$ cat config.mk
export PLATFORM = sky130hd
export DESIGN_NAME = multiword_add_seq
export DESIGN_NICKNAME = d
export VERILOG_FILES = /design/src/rtl/multiword_add_pkg.sv /design/src/rtl/word_add_slice.sv /design/src/rtl/multiword_add_seq.sv
export SDC_FILE = /design/constraint.sdc
export NUM_CORES = 1
export LEC_CHECK = 0
export ABC_AREA = 1
export CAP_MARGIN = 25
export CORE_MARGIN = 5
export CORE_UTILIZATION = 30
export DETAILED_ROUTE_END_ITERATION = 16
export PLACE_DENSITY = 0.56
export SLEW_MARGIN = 20
export SYNTH_ARGS = -nofsm -noshare
export SYNTH_HDL_FRONTEND = slang
export SYNTH_HIERARCHICAL = 1
export SYNTH_SLANG_ARGS = --single-unit
export TNS_END_PERCENT = 20
$ cat constraint.sdc
create_clock -name clk -period 6.55 [get_ports clk]
set_clock_uncertainty 0.2 [all_clocks]
set_input_delay 0.9825 -clock clk [delete_from_list [all_inputs] [get_ports clk]]
set_output_delay 0.9825 -clock clk [all_outputs]
set_load 0.03 [all_outputs]
$ cat src/rtl/multiword_add_pkg.sv
// Shared FSM state encoding and default widths for the multiword adder.
// Optional overflow flag is enabled by defining MULTIWORD_ADD_OVF_EN.
package multiword_add_pkg;

    localparam int DEF_WORD_W    = 32;
    localparam int DEF_NUM_WORDS = 4;

    typedef enum logic [1:0] {
        IDLE = 2'd0,
        RUN  = 2'd1,
        DONE = 2'd2
    } state_t;

endpackage

$ cat src/rtl/word_add_slice.sv
// Combinational WORD_W-bit adder with carry in/out.
// Shared by all slices of the wide addition.
module word_add_slice #(
    parameter int WORD_W = 32
) (
    input  logic [WORD_W-1:0] a,
    input  logic [WORD_W-1:0] b,
    input  logic              ci,
    output logic [WORD_W-1:0] s,
    output logic              co
);

    assign {co, s} = {1'b0, a} + {1'b0, b} + {{WORD_W{1'b0}}, ci};

endmodule

$ cat src/rtl/multiword_add_seq.sv
// Sequential wide adder: one WORD_W slice per cycle, LSW first, carry rippled.
// Define MULTIWORD_ADD_OVF_EN to add the signed overflow output ovf.
module multiword_add_seq
    import multiword_add_pkg::*;
#(
    parameter int WORD_W    = DEF_WORD_W,
    parameter int NUM_WORDS = DEF_NUM_WORDS,
    localparam int OP_W     = WORD_W * NUM_WORDS
) (
    input  logic            clk,
    input  logic            rst,
    input  logic            in_valid,
    output logic            in_ready,
    input  logic [OP_W-1:0] op_a,
    input  logic [OP_W-1:0] op_b,
    input  logic            cin,
    output logic            out_valid,
    input  logic            out_ready,
    output logic [OP_W-1:0] sum,
    output logic            cout,
    output logic            busy
`ifdef MULTIWORD_ADD_OVF_EN
    ,
    output logic            ovf
`endif
);

    localparam int IDX_W = (NUM_WORDS > 1) ? $clog2(NUM_WORDS) : 1;
    localparam logic [IDX_W-1:0] LAST = IDX_W'(NUM_WORDS - 1);

    state_t           state;
    logic [IDX_W-1:0] idx;
    logic             carry;
    logic [OP_W-1:0]  a_reg;
    logic [OP_W-1:0]  b_reg;
    logic [WORD_W-1:0] s;
    logic             co;

    // Single adder, time-multiplexed over the slices by idx.
    word_add_slice #(.WORD_W(WORD_W)) u_slice (
        .a  (a_reg[idx*WORD_W +: WORD_W]),
        .b  (b_reg[idx*WORD_W +: WORD_W]),
        .ci (carry),
        .s  (s),
        .co (co)
    );

    always_ff @(posedge clk) begin
        if (rst) begin
            state     <= IDLE;
            in_ready  <= 1'b1;
            out_valid <= 1'b0;
            busy      <= 1'b0;
            sum       <= '0;
            cout      <= 1'b0;
            idx       <= '0;
            carry     <= 1'b0;
            a_reg     <= '0;
            b_reg     <= '0;
`ifdef MULTIWORD_ADD_OVF_EN
            ovf       <= 1'b0;
`endif
        end else begin
            unique case (state)
                IDLE: begin
                    if (in_valid && in_ready) begin
                        a_reg    <= op_a;
                        b_reg    <= op_b;
                        carry    <= cin;
                        idx      <= '0;
                        in_ready <= 1'b0;
                        busy     <= 1'b1;
                        state    <= RUN;
                    end
                end
                RUN: begin
                    sum[idx*WORD_W +: WORD_W] <= s;
                    carry <= co;
                    if (idx == LAST) begin
                        idx       <= '0;
                        cout      <= co;
                        out_valid <= 1'b1;
                        state     <= DONE;
`ifdef MULTIWORD_ADD_OVF_EN
                        ovf <= (a_reg[OP_W-1] == b_reg[OP_W-1]) &&
                               (s[WORD_W-1] != a_reg[OP_W-1]);
`endif
                    end else begin
                        idx <= idx + 1'b1;
                    end
                end
                DONE: begin
                    if (out_ready) begin
                        out_valid <= 1'b0;
                        busy      <= 1'b0;
                        in_ready  <= 1'b1;
                        state     <= IDLE;
                    end
                end
                default: state <= IDLE;
            endcase
        end
    end

endmodule

==> run_summary.xml, run 1 <==
<?xml version="1.0" encoding="UTF-8"?>
<metrics>
  <group name="die">
    <metric name="floorplan.core_area" unit="sq mm">0.0615</metric>
    <metric name="boundaryPins" unit="">393</metric>
    <metric name="die_area" unit="sq mm">0.0669</metric>
    <metric name="placement_rows" unit="">91</metric>
    <metric name="die_width" unit="microns">259</metric>
    <metric name="floorplan.initialDensity" unit="%">30.2</metric>
    <metric name="die_height" unit="microns">259</metric>
  </group>
  <group name="clocking">
    <metric name="hold_buffers" unit="">0</metric>
    <metric name="cts_setup_buffers" unit="">0</metric>
    <metric name="post_cts_resize_count" unit="">0</metric>
    <metric name="tritoncts" unit="">yes</metric>
    <metric name="max-clock-path-buffers" unit="">3</metric>
    <metric name="clock_tree.root_cell" unit="">clkbuf_16</metric>
    <metric name="tritoncts_num_sinks" unit="">393</metric>
    <metric name="insertion_delay" unit="ns">0.58</metric>
    <metric name="clock_h_tree_levels" unit="">2</metric>
    <metric name="cts_buffers" unit="">45</metric>
    <metric name="clk_transition_reported_paths" unit="ns">0.06</metric>
  </group>
  <group name="timing">
    <metric name="finalWorstSetupSlack" unit="ns">1.93</metric>
    <metric name="final_hold_viol_count" unit="">0</metric>
    <metric name="hold_ws" unit="ns">0.262</metric>
    <metric name="grt_setup_unrepaired" unit="">false</metric>
    <metric name="layout_min_cycle_time" unit="ns">4.62</metric>
    <metric name="timing.setup.tns" unit="ns">0</metric>
    <metric name="layout_worst_path_cycle_share" unit="%">70.6</metric>
    <metric name="max-slew-margin-rel" unit="%">31.2</metric>
    <metric name="fmax" unit="GHz">0.216</metric>
    <metric name="final_max_slew_viol_count" unit="">0</metric>
    <metric name="setup_viol" unit="">0</metric>
    <metric name="worst_pin_slew" unit="ns">1.03</metric>
  </group>
  <group name="logic_synthesis">
    <metric name="synth_compound_gate_area_share" unit="%">16.9</metric>
    <metric name="synth-adder-area-share" unit="%">2.71</metric>
    <metric name="fraction_of_the_mapped_netlist_area_in_simple_logic_gates" unit="%">29.7</metric>
    <metric name="postSynthRegisterBits" unit="">393</metric>
    <metric name="dominant_combinational_cell_family_by_area_after_synthesis" unit="">simple AND/OR/NAND/NOR gates</metric>
    <metric name="post_synth_inst_count" unit="">2816</metric>
    <metric name="synthesis.area" unit="sq mm">0.0185</metric>
    <metric name="syn_area_per_cell" unit="sq um">6.59</metric>
    <metric name="synth.net_count" unit="">3116</metric>
    <metric name="synth_xor_area_share" unit="%">0.708</metric>
    <metric name="synth.area.mux_share" unit="%">0</metric>
    <metric name="synthDistinctLibCells" unit="">28</metric>
    <metric name="synth.yosys.warnings" unit="">6</metric>
    <metric name="seq_total_area_yosys" unit="%">42.4</metric>
  </group>
  <group name="power">
    <metric name="overall_power_consumption" unit="mW">7.05</metric>
    <metric name="leakage" unit="nW">9.98</metric>
    <metric name="power_density" unit="mW/mm^2">290</metric>
    <metric name="irDropWorstVdd" unit="V">0.000171</metric>
  </group>
  <group name="place">
    <metric name="dp.final_hpwl" unit="mm">50.6</metric>
    <metric name="post_dp_cell_area" unit="sq mm">0.0229</metric>
    <metric name="gp_congestion" unit="">0.912</metric>
    <metric name="portBuffers" unit="">392</metric>
    <metric name="post-place-ws" unit="ns">1.96</metric>
  </group>
  <group name="global_route">
    <metric name="antenna_found_initial" unit="">14</metric>
    <metric name="gr-usage-all-layers" unit="%">20.0</metric>
    <metric name="first_global_vias" unit="">17756</metric>
    <metric name="grt_max_degree" unit="">184</metric>
    <metric name="grt_pass1_wl" unit="mm">106</metric>
    <metric name="grt_remaining_overflow" unit="">0</metric>
  </group>
  <group name="setup_path">
    <metric name="required" unit="ns">6.84</metric>
    <metric name="wp_data_arrival" unit="ns">4.91</metric>
    <metric name="criticalPathCategory" unit="">register to register</metric>
    <metric name="crit_path_end_kind" unit="">register</metric>
    <metric name="worstPathMaxFanout" unit="">105</metric>
    <metric name="critical_path.startpoint_type" unit="">register</metric>
  </group>
  <group name="drt">
    <metric name="vias_per_cell" unit="">4.86</metric>
    <metric name="drcViolationCount" unit="">0</metric>
    <metric name="drt_pre_antenna_iters" unit="">8</metric>
    <metric name="route.top_layer_used" unit="">met5</metric>
    <metric name="wl_per_cell" unit="microns">18.1</metric>
    <metric name="wl_met1" unit="mm">32.5</metric>
    <metric name="via_count" unit="">19004</metric>
    <metric name="totalWireLength" unit="mm">70.7</metric>
    <metric name="detail-route-antenna-nets" unit="">0</metric>
    <metric name="met3WireLength" unit="mm">4.95</metric>
    <metric name="met2_wirelength" unit="mm">30.8</metric>
    <metric name="drt-initial-drc-count" unit="">1772</metric>
  </group>
  <group name="final_layout">
    <metric name="area_growth" unit="%">31.1</metric>
    <metric name="final_area" unit="sq mm">0.0243</metric>
    <metric name="final.fill_count" unit="">6595</metric>
    <metric name="final_layout_size_suffix_gt1_share" unit="%">3.56</metric>
    <metric name="nets" unit="">3382</metric>
  </group>
  <group name="min_path">
    <metric name="hold_class" unit="">register to register</metric>
  </group>
  <group name="run_status">
    <metric name="run_status" unit="">finished, final reports clean</metric>
  </group>
  <group name="run">
    <metric name="maxCapViolations" unit="">0</metric>
  </group>
</metrics>
[kinds of logic (layout without fill, tap and decap cells)]
group	Yosys count	in the layout
flops	393	393
xor+xnor	15	15
buf+inv	352	650
simple gates	1408	1408
other cells	0	7
fa+ha+maj	39	39
compound gates	609	609
[layer usage]
layer / global-route usage, % / vias to the layer above
met1: 27.7 / 8648
met3: 3.94 / 116
met2: 31.3 / 638
met4: 7.29 / 14
met5: 0 / -
li1: - / 9588
[cells in the final DEF, fill, tap and decap left out, types with 7 or more instances in the layout]
| cell type | count |
|---|---|
| dfxtp_1 | 391 |
| inv_1 | 154 |
| nand2_2 | 7 |
| nand3_1 | 65 |
| clkdlybuf4s50_1 | 391 |
| clkbuf_8 | 10 |
| buf_4 | 17 |
| clkbuf_16 | 45 |
| nand2_1 | 535 |
| clkbuf_1 | 13 |
| o21ai_0 | 387 |
| diode_2 | 7 |
| o22ai_1 | 64 |
| nand4_1 | 35 |
| a21oi_1 | 155 |
| xor2_1 | 14 |
| ha_1 | 37 |
| nor2_1 | 748 |
[final cells by class]
type / count / area, sq um / share of cell area, %
multi-input combinational: 2071 / 9310 / 38.3
sequential: 393 / 7870 / 32.4
timing repair buffer: 410 / 4080 / 16.8
clock buffer: 68 / 1310 / 5.40
tap: 790 / 988 / 4.06
inverter: 161 / 622 / 2.56
clock inverter: 11 / 110 / 0.453
antenna: 7 / 17.5 / 0.0720
[power breakdown]
part	internal (mW)	leakage, nW	switching (mW)
Sequential	2.58	3.23	0.124
Clock	1.43	0.703	1.04
Combinational	0.634	6.05	1.24
[synth_stat cells]
library cell	count	area (sq um)
a21o_1	1	7.51
a21oi_1	155	776
buf_1	8	30.0
buf_2	62	310
clkbuf_1	121	454
dfxtp_1	393	7870
fa_1	2	40.0
ha_1	37	463
inv_1	156	586
inv_2	5	18.8
nand2_1	537	2020
nand2_2	6	37.5
nand3_1	67	335
nand3_2	1	10.0
nand3b_1	1	7.51
nand4_1	35	219
nor2_1	750	2820
nor2_2	3	18.8
nor2_4	1	11.3
nor3_1	5	25.0
nor3b_1	1	7.51
o21a_1	1	7.51
o21ai_0	387	1940
o21bai_1	1	7.51
o22ai_1	64	400
or2_1	1	6.26
xnor2_1	1	8.76
xor2_1	14	123
[critical path: stages (launching register included)]
cell and delay (ns):
dfxtp_4 0.82, inv_6 0.43, o21ai_0 0.32, o22ai_1 0.23, fa_1 0.54, fa_1 0.49
nand3_1 0.12, nand3_1 0.11, nand2_1 0.09, nand2_2 0.08, nand2_1 0.08, nand2_2 0.08
xor2_1 0.28, nand2_1 0.10, nor2_1 0.18, nand2_1 0.08, a21oi_1 0.16
[through the flow]
stage               utilization (%)  std cells
global placement               37.2       3825
floorplan                         -       2816
detailed placement             37.2       3825
finish                         39.6       3911
CTS                            39.5       3904
global route                   39.5       3908
[path summary, 6_finish.rpt]
check / startpoint / end / slack (ns) / depth (start not counted)
max: idx[0] / sum[44] / 1.93 / 16
min reg2reg: sum[104] / sum[104] / 0.26 / 2
max reg2reg: idx[0] / sum[44] / 1.93 / 16
min: sum[104] / sum[104] / 0.26 / 2
No activity file was read; power rests on OpenSTA's default activity.
==> run 2, diff against run 1 <==
==> constraint.sdc (replaced) <==
create_clock -name clk -period 4.4 [get_ports clk]
set_clock_uncertainty 0.2 [all_clocks]
set_input_delay 0.66 -clock clk [delete_from_list [all_inputs] [get_ports clk]]
set_output_delay 0.66 -clock clk [all_outputs]
set_load 0.03 [all_outputs]
==> run 2 against run 1 <==
Effect of this change: first-iteration DRC count down 12%; non-clock buffer count is 20 higher; worst hold slack worse by 0.060 ns; register-to-register slack got worse by 1.3 ns; global-route usage increased by 0.28 points; highest routed layer unchanged; wire length increased by 1.3%; total power up 52%; critical endpoint is now sum[108]; critical path depth unchanged.
==> run_summary.xml, run 2 (synthesis results as in run 1) <==
<?xml version="1.0" encoding="UTF-8"?>
<metrics>
  <group name="run_status">
    <metric name="run_status" unit="">finished, final reports clean</metric>
  </group>
  <group name="setup_path">
    <metric name="critical_path.startpoint_type" unit="">register</metric>
    <metric name="crit_path_end_kind" unit="">register</metric>
    <metric name="wp_data_arrival" unit="ns">4.11</metric>
    <metric name="worstPathMaxFanout" unit="">74</metric>
    <metric name="criticalPathCategory" unit="">register to register</metric>
    <metric name="required" unit="ns">4.69</metric>
  </group>
  <group name="clocking">
    <metric name="cts_buffers" unit="">46</metric>
    <metric name="cts_setup_buffers" unit="">0</metric>
    <metric name="max-clock-path-buffers" unit="">3</metric>
    <metric name="clock_tree.root_cell" unit="">clkbuf_16</metric>
    <metric name="tritoncts_num_sinks" unit="">393</metric>
    <metric name="clock_h_tree_levels" unit="">2</metric>
    <metric name="clk_transition_reported_paths" unit="ns">0.06</metric>
    <metric name="hold_buffers" unit="">0</metric>
    <metric name="post_cts_resize_count" unit="">0</metric>
    <metric name="insertion_delay" unit="ns">0.59</metric>
    <metric name="tritoncts" unit="">yes</metric>
  </group>
  <group name="power">
    <metric name="leakage" unit="nW">10.1</metric>
    <metric name="power_density" unit="mW/mm^2">434</metric>
    <metric name="irDropWorstVdd" unit="V">0.000241</metric>
  </group>
  <group name="die">
    <metric name="die_width" unit="microns">259</metric>
    <metric name="die_height" unit="microns">259</metric>
    <metric name="die_area" unit="sq mm">0.0669</metric>
    <metric name="boundaryPins" unit="">393</metric>
    <metric name="placement_rows" unit="">91</metric>
    <metric name="floorplan.core_area" unit="sq mm">0.0615</metric>
    <metric name="floorplan.initialDensity" unit="%">30.2</metric>
  </group>
  <group name="place">
    <metric name="portBuffers" unit="">392</metric>
    <metric name="gp_congestion" unit="">0.923</metric>
    <metric name="dp.final_hpwl" unit="mm">51.6</metric>
    <metric name="post_dp_cell_area" unit="sq mm">0.0231</metric>
  </group>
  <group name="drt">
    <metric name="via_count" unit="">18916</metric>
    <metric name="drt_pre_antenna_iters" unit="">5</metric>
    <metric name="totalWireLength" unit="mm">71.6</metric>
    <metric name="wl_per_cell" unit="microns">18.2</metric>
    <metric name="detail-route-antenna-nets" unit="">0</metric>
    <metric name="vias_per_cell" unit="">4.82</metric>
    <metric name="drcViolationCount" unit="">0</metric>
    <metric name="drt-initial-drc-count" unit="">1564</metric>
  </group>
  <group name="timing">
    <metric name="max-slew-margin-rel" unit="%">31.1</metric>
    <metric name="worst_pin_slew" unit="ns">1.03</metric>
    <metric name="final_hold_viol_count" unit="">0</metric>
    <metric name="layout_worst_path_cycle_share" unit="%">86.7</metric>
    <metric name="grt_setup_unrepaired" unit="">false</metric>
    <metric name="fmax" unit="GHz">0.262</metric>
    <metric name="hold_ws" unit="ns">0.202</metric>
    <metric name="timing.setup.tns" unit="ns">0</metric>
    <metric name="final_max_slew_viol_count" unit="">0</metric>
    <metric name="setup_viol" unit="">0</metric>
    <metric name="layout_min_cycle_time" unit="ns">3.82</metric>
  </group>
  <group name="min_path">
    <metric name="hold_class" unit="">primary input to register</metric>
  </group>
  <group name="global_route">
    <metric name="grt_pass1_wl" unit="mm">107</metric>
    <metric name="antenna_found_initial" unit="">7</metric>
    <metric name="first_global_vias" unit="">17594</metric>
    <metric name="grt_max_degree" unit="">143</metric>
    <metric name="grt_remaining_overflow" unit="">0</metric>
    <metric name="gr-usage-all-layers" unit="%">20.3</metric>
  </group>
  <group name="final_layout">
    <metric name="final_area" unit="sq mm">0.0246</metric>
    <metric name="nets" unit="">3403</metric>
    <metric name="area_growth" unit="%">32.7</metric>
    <metric name="leading_cell_type_in_the_layout_fill_and_taps_excluded" unit="">nor2_1</metric>
    <metric name="layout_common_cells" unit="">nor2_1 (748), nand2_1 (536), dfxtp_1 (391), clkdlybuf4s50_1 (391), o21ai_0 (387)</metric>
    <metric name="final_layout_size_suffix_gt1_share" unit="%">4.02</metric>
  </group>
  <group name="run">
    <metric name="maxCapViolations" unit="">0</metric>
  </group>
</metrics>
==> run 2: final cells by class <==
cell class,instances,area (sq um)
Fill cell,6574,36900
Sequential cell,393,7870
Clock buffer,69,1340
Tap cell,790,988
Timing Repair Buffer,430,4360
Inverter,161,622
Multi-Input combinational cell,2071,9290
Antenna cell,3,7.51
Clock inverter,9,120
==> run 2: path summary, 6_finish.rpt <==
path	start	end	slack, ns	depth (start not counted)
min	rst	idx[1]	0.20	2
max	idx[0]	sum[108]	0.58	16
min reg2reg	sum[6]	sum[6]	0.26	2
max reg2reg	idx[0]	sum[108]	0.58	16
==> run 2: metal layers <==
metal / track usage (%) / part of all wire (%) / vias to the layer above
met5: 0 / 0.077 / -
met4: 5.53 / 2.4 / 8
met3: 4.60 / 7.0 / 93
met2: 32.1 / 45 / 580
met1: 28.1 / 46 / 8606
li1: - / - / 9629
==> run 2: power breakdown <==
group          internal [mW]  total [mW]  switching, mW
sequential              3.84        4.00          0.162
combinational          0.996        2.90           1.90
clock                   2.21        3.77           1.56
==> run 2: worst max-delay path, stage by stage (launching register included) <==
cell and delay [ns]:
dfxtp_4 0.38, buf_12 0.18, o21ai_0 0.27, o22ai_1 0.17
fa_1 0.51, fa_1 0.48, nand3_1 0.12, nand3_1 0.11
nand2_1 0.10, nand2_2 0.08, nand2_1 0.08, nand2_2 0.09
xor2_1 0.45, nand2_1 0.11, nor2_1 0.13, nand2_1 0.08
a21oi_1 0.14
==> run 2: through the flow <==
step / total power [mW] / util (%) / cells / setup WS (ns)
global placement: 6.95 / 37.6 / 3843 / 0.524
finish: 10.7 / 40.0 / 3926 / 0.585
CTS: 10.7 / 40.0 / 3922 / 0.583
detailed placement: 6.96 / 37.6 / 3844 / 0.605
floorplan: 5.78 / - / 2816 / 1.13
global route: 11.2 / 40.0 / 3926 / 0.290
==> run 3, diff against run 2 <==
--- a/config.mk
+++ b/config.mk
@@ -8,9 +8,10 @@
 export ABC_AREA = 1
 export CAP_MARGIN = 25
 export CORE_MARGIN = 5
-export CORE_UTILIZATION = 30
+export CORE_UTILIZATION = 25
+export CTS_BUF_LIST = sky130_fd_sc_hd__clkbuf_2 sky130_fd_sc_hd__clkbuf_4 sky130_fd_sc_hd__clkbuf_8
 export DETAILED_ROUTE_END_ITERATION = 16
-export PLACE_DENSITY = 0.56
+export PLACE_DENSITY = 0.49
 export SLEW_MARGIN = 20
 export SYNTH_ARGS = -nofsm -noshare
 export SYNTH_HDL_FRONTEND = slang
==> run 3 against run 2 <==
Effect of this change: die area rose by 19%; global-route usage fell by 1.9 points; count of clock-buffer cells in the layout rose by 53; first-iteration DRC count fell by 15%; fmax fell by 1.5%; wire length rose by 7.3%; flip-flop and latch count did not move; total power rose by 1.1%; register-to-register slack got worse by 0.06 ns; worst setup slack got worse by 0.057 ns; critical path depth did not move; critical endpoint is now sum[62]; largest cell class unchanged.
==> run_summary.xml, run 3 (synthesis results as in run 1) <==
<?xml version="1.0" encoding="UTF-8"?>
<metrics>
  <group name="timing">
    <metric name="max-slew-margin-rel" unit="%">32.7</metric>
    <metric name="final_hold_viol_count" unit="">0</metric>
    <metric name="grt_setup_unrepaired" unit="">false</metric>
    <metric name="timing.setup.tns" unit="ns">0</metric>
    <metric name="layout_worst_path_cycle_share" unit="%">88.0</metric>
    <metric name="fmax" unit="GHz">0.258</metric>
    <metric name="setup_viol" unit="">0</metric>
    <metric name="final_max_slew_viol_count" unit="">0</metric>
    <metric name="layout_min_cycle_time" unit="ns">3.87</metric>
    <metric name="worst_pin_slew" unit="ns">1.01</metric>
  </group>
  <group name="clocking">
    <metric name="clock_h_tree_levels" unit="">3</metric>
    <metric name="hold_buffers" unit="">0</metric>
    <metric name="post_cts_resize_count" unit="">0</metric>
    <metric name="cts_buffers" unit="">75</metric>
    <metric name="cts_setup_buffers" unit="">0</metric>
    <metric name="tritoncts_num_sinks" unit="">393</metric>
    <metric name="clk_transition_reported_paths" unit="ns">0.06</metric>
    <metric name="clock_tree.root_cell" unit="">clkbuf_8</metric>
    <metric name="max-clock-path-buffers" unit="">3</metric>
    <metric name="insertion_delay" unit="ns">0.69</metric>
    <metric name="tritoncts" unit="">yes</metric>
  </group>
  <group name="final_layout">
    <metric name="final_core_util" unit="%">34.1</metric>
    <metric name="final_layout_size_suffix_gt1_share" unit="%">6.09</metric>
    <metric name="final.fill_count" unit="">8044</metric>
    <metric name="layout_common_cells" unit="">nor2_1 (748), nand2_1 (536), dfxtp_1 (391), clkdlybuf4s50_1 (391), o21ai_0 (387)</metric>
    <metric name="multiInputGateArea" unit="sq mm">0.00929</metric>
    <metric name="final_area" unit="sq mm">0.0250</metric>
    <metric name="leading_cell_type_in_the_layout_fill_and_taps_excluded" unit="">nor2_1</metric>
    <metric name="area_growth" unit="%">34.6</metric>
    <metric name="sequential_cell_area" unit="sq mm">0.00787</metric>
    <metric name="nets" unit="">3434</metric>
  </group>
  <group name="place">
    <metric name="gp_congestion" unit="">0.866</metric>
    <metric name="post_dp_cell_area" unit="sq mm">0.0233</metric>
    <metric name="dp.final_hpwl" unit="mm">55.4</metric>
    <metric name="portBuffers" unit="">392</metric>
  </group>
  <group name="setup_path">
    <metric name="required" unit="ns">4.79</metric>
    <metric name="crit_path_cell_trace" unit="">inv_6, buf_4, nor2_1, o22ai_1, ha_1, a21oi_1, nor2_1, nor2_1, nand2_1, a21oi_1, nand3_1, nand2_1, nand2_1, nor2_1, nand2_1, a21oi_1</metric>
    <metric name="wp_data_arrival" unit="ns">4.27</metric>
    <metric name="criticalPathCategory" unit="">register to register</metric>
    <metric name="critical_path.startpoint_type" unit="">register</metric>
    <metric name="crit_path_max_incr_delay" unit="ns">0.51</metric>
    <metric name="crit_path_end_kind" unit="">register</metric>
    <metric name="cp_slowest_cell" unit="">o22ai_1</metric>
    <metric name="worstPathMaxFanout" unit="">36</metric>
  </group>
  <group name="power">
    <metric name="irDropWorstVdd" unit="V">0.000168</metric>
    <metric name="power_density" unit="mW/mm^2">432</metric>
    <metric name="leakage" unit="nW">10.3</metric>
    <metric name="overall_power_consumption" unit="mW">10.8</metric>
  </group>
  <group name="drt">
    <metric name="drt_pre_antenna_iters" unit="">6</metric>
    <metric name="wl_per_cell" unit="microns">18.5</metric>
    <metric name="vias_per_cell" unit="">4.58</metric>
    <metric name="totalWireLength" unit="mm">76.8</metric>
    <metric name="drt-initial-drc-count" unit="">1337</metric>
    <metric name="detail-route-antenna-nets" unit="">0</metric>
    <metric name="drcViolationCount" unit="">0</metric>
    <metric name="via_count" unit="">19042</metric>
  </group>
  <group name="die">
    <metric name="boundaryPins" unit="">393</metric>
    <metric name="die_width" unit="microns">282</metric>
    <metric name="die_area" unit="sq mm">0.0797</metric>
    <metric name="die_height" unit="microns">282</metric>
    <metric name="floorplan.initialDensity" unit="%">25.3</metric>
    <metric name="placement_rows" unit="">99</metric>
    <metric name="floorplan.core_area" unit="sq mm">0.0732</metric>
  </group>
  <group name="global_route">
    <metric name="gr-usage-all-layers" unit="%">18.5</metric>
    <metric name="antenna_found_initial" unit="">8</metric>
    <metric name="grt_max_degree" unit="">131</metric>
    <metric name="grt_remaining_overflow" unit="">0</metric>
    <metric name="grt_pass1_wl" unit="mm">113</metric>
    <metric name="first_global_vias" unit="">18477</metric>
  </group>
  <group name="run_status">
    <metric name="run_status" unit="">finished, final reports clean</metric>
  </group>
  <group name="run">
    <metric name="maxCapViolations" unit="">0</metric>
  </group>
  <group name="min_path">
    <metric name="hold_class" unit="">primary input to register</metric>
  </group>
</metrics>
## run 3: changes by cell type in the layout (fill, tap and decap cells not counted), sizes merged
cell,before,now
clkbuf,69,122
bufinv,2,1
buf,39,41
diode,3,9
inv,163,164
clkinv,4,3
## run 3: through the flow
step | instances | hold slack (ns) | setup WS [ns]
finish | 4155 | 0.133 | 0.528
global route | 4153 | 0.0890 | 0.379
CTS | 4145 | 0.0685 | 0.581
detailed placement | 4015 | 0.257 | 0.619
global placement | 4015 | 0.252 | 0.591
floorplan | 2816 | 0.250 | 1.13
## run 3: routing by layer
metal  GRT usage, %  wire (microns)
met4           6.15            2060
met5              0               0
met3           3.85            4720
met2           29.3           34400
met1           25.1           35600
## run 3: layout make-up
type,instances,area share [%]
antenna,9,0.0902
inverter,161,2.49
clock buffer,122,5.97
multi-input combinational,2071,37.2
clock inverter,8,0.411
sequential,393,31.5
tap,959,4.81
timing repair buffer,432,17.5
## run 3: where the power goes
group	total (mW)	internal [mW]	switching (mW)
Combinational	2.93	1.00	1.93
Clock	3.87	2.21	1.66
Sequential	4.00	3.84	0.155
## run 3: final timing paths
path,slack [ns],to,startpoint,cells after the start
max,0.53,sum[62],idx[0],16
min reg2reg,0.26,sum[60],sum[60],2
min,0.13,carry,rst,2
max reg2reg,0.53,sum[62],idx[0],16
## run 3: critical path: cells and delay by family, from the launching register on
family                   cells  cell delay [ns]
AND/OR/NAND/NOR              9             1.04
flip-flops                   1             0.37
AO/OA/AOI/OAI                4             1.12
adder cells (fa/ha/maj)      1             0.44
buffers and inverters        2             0.59
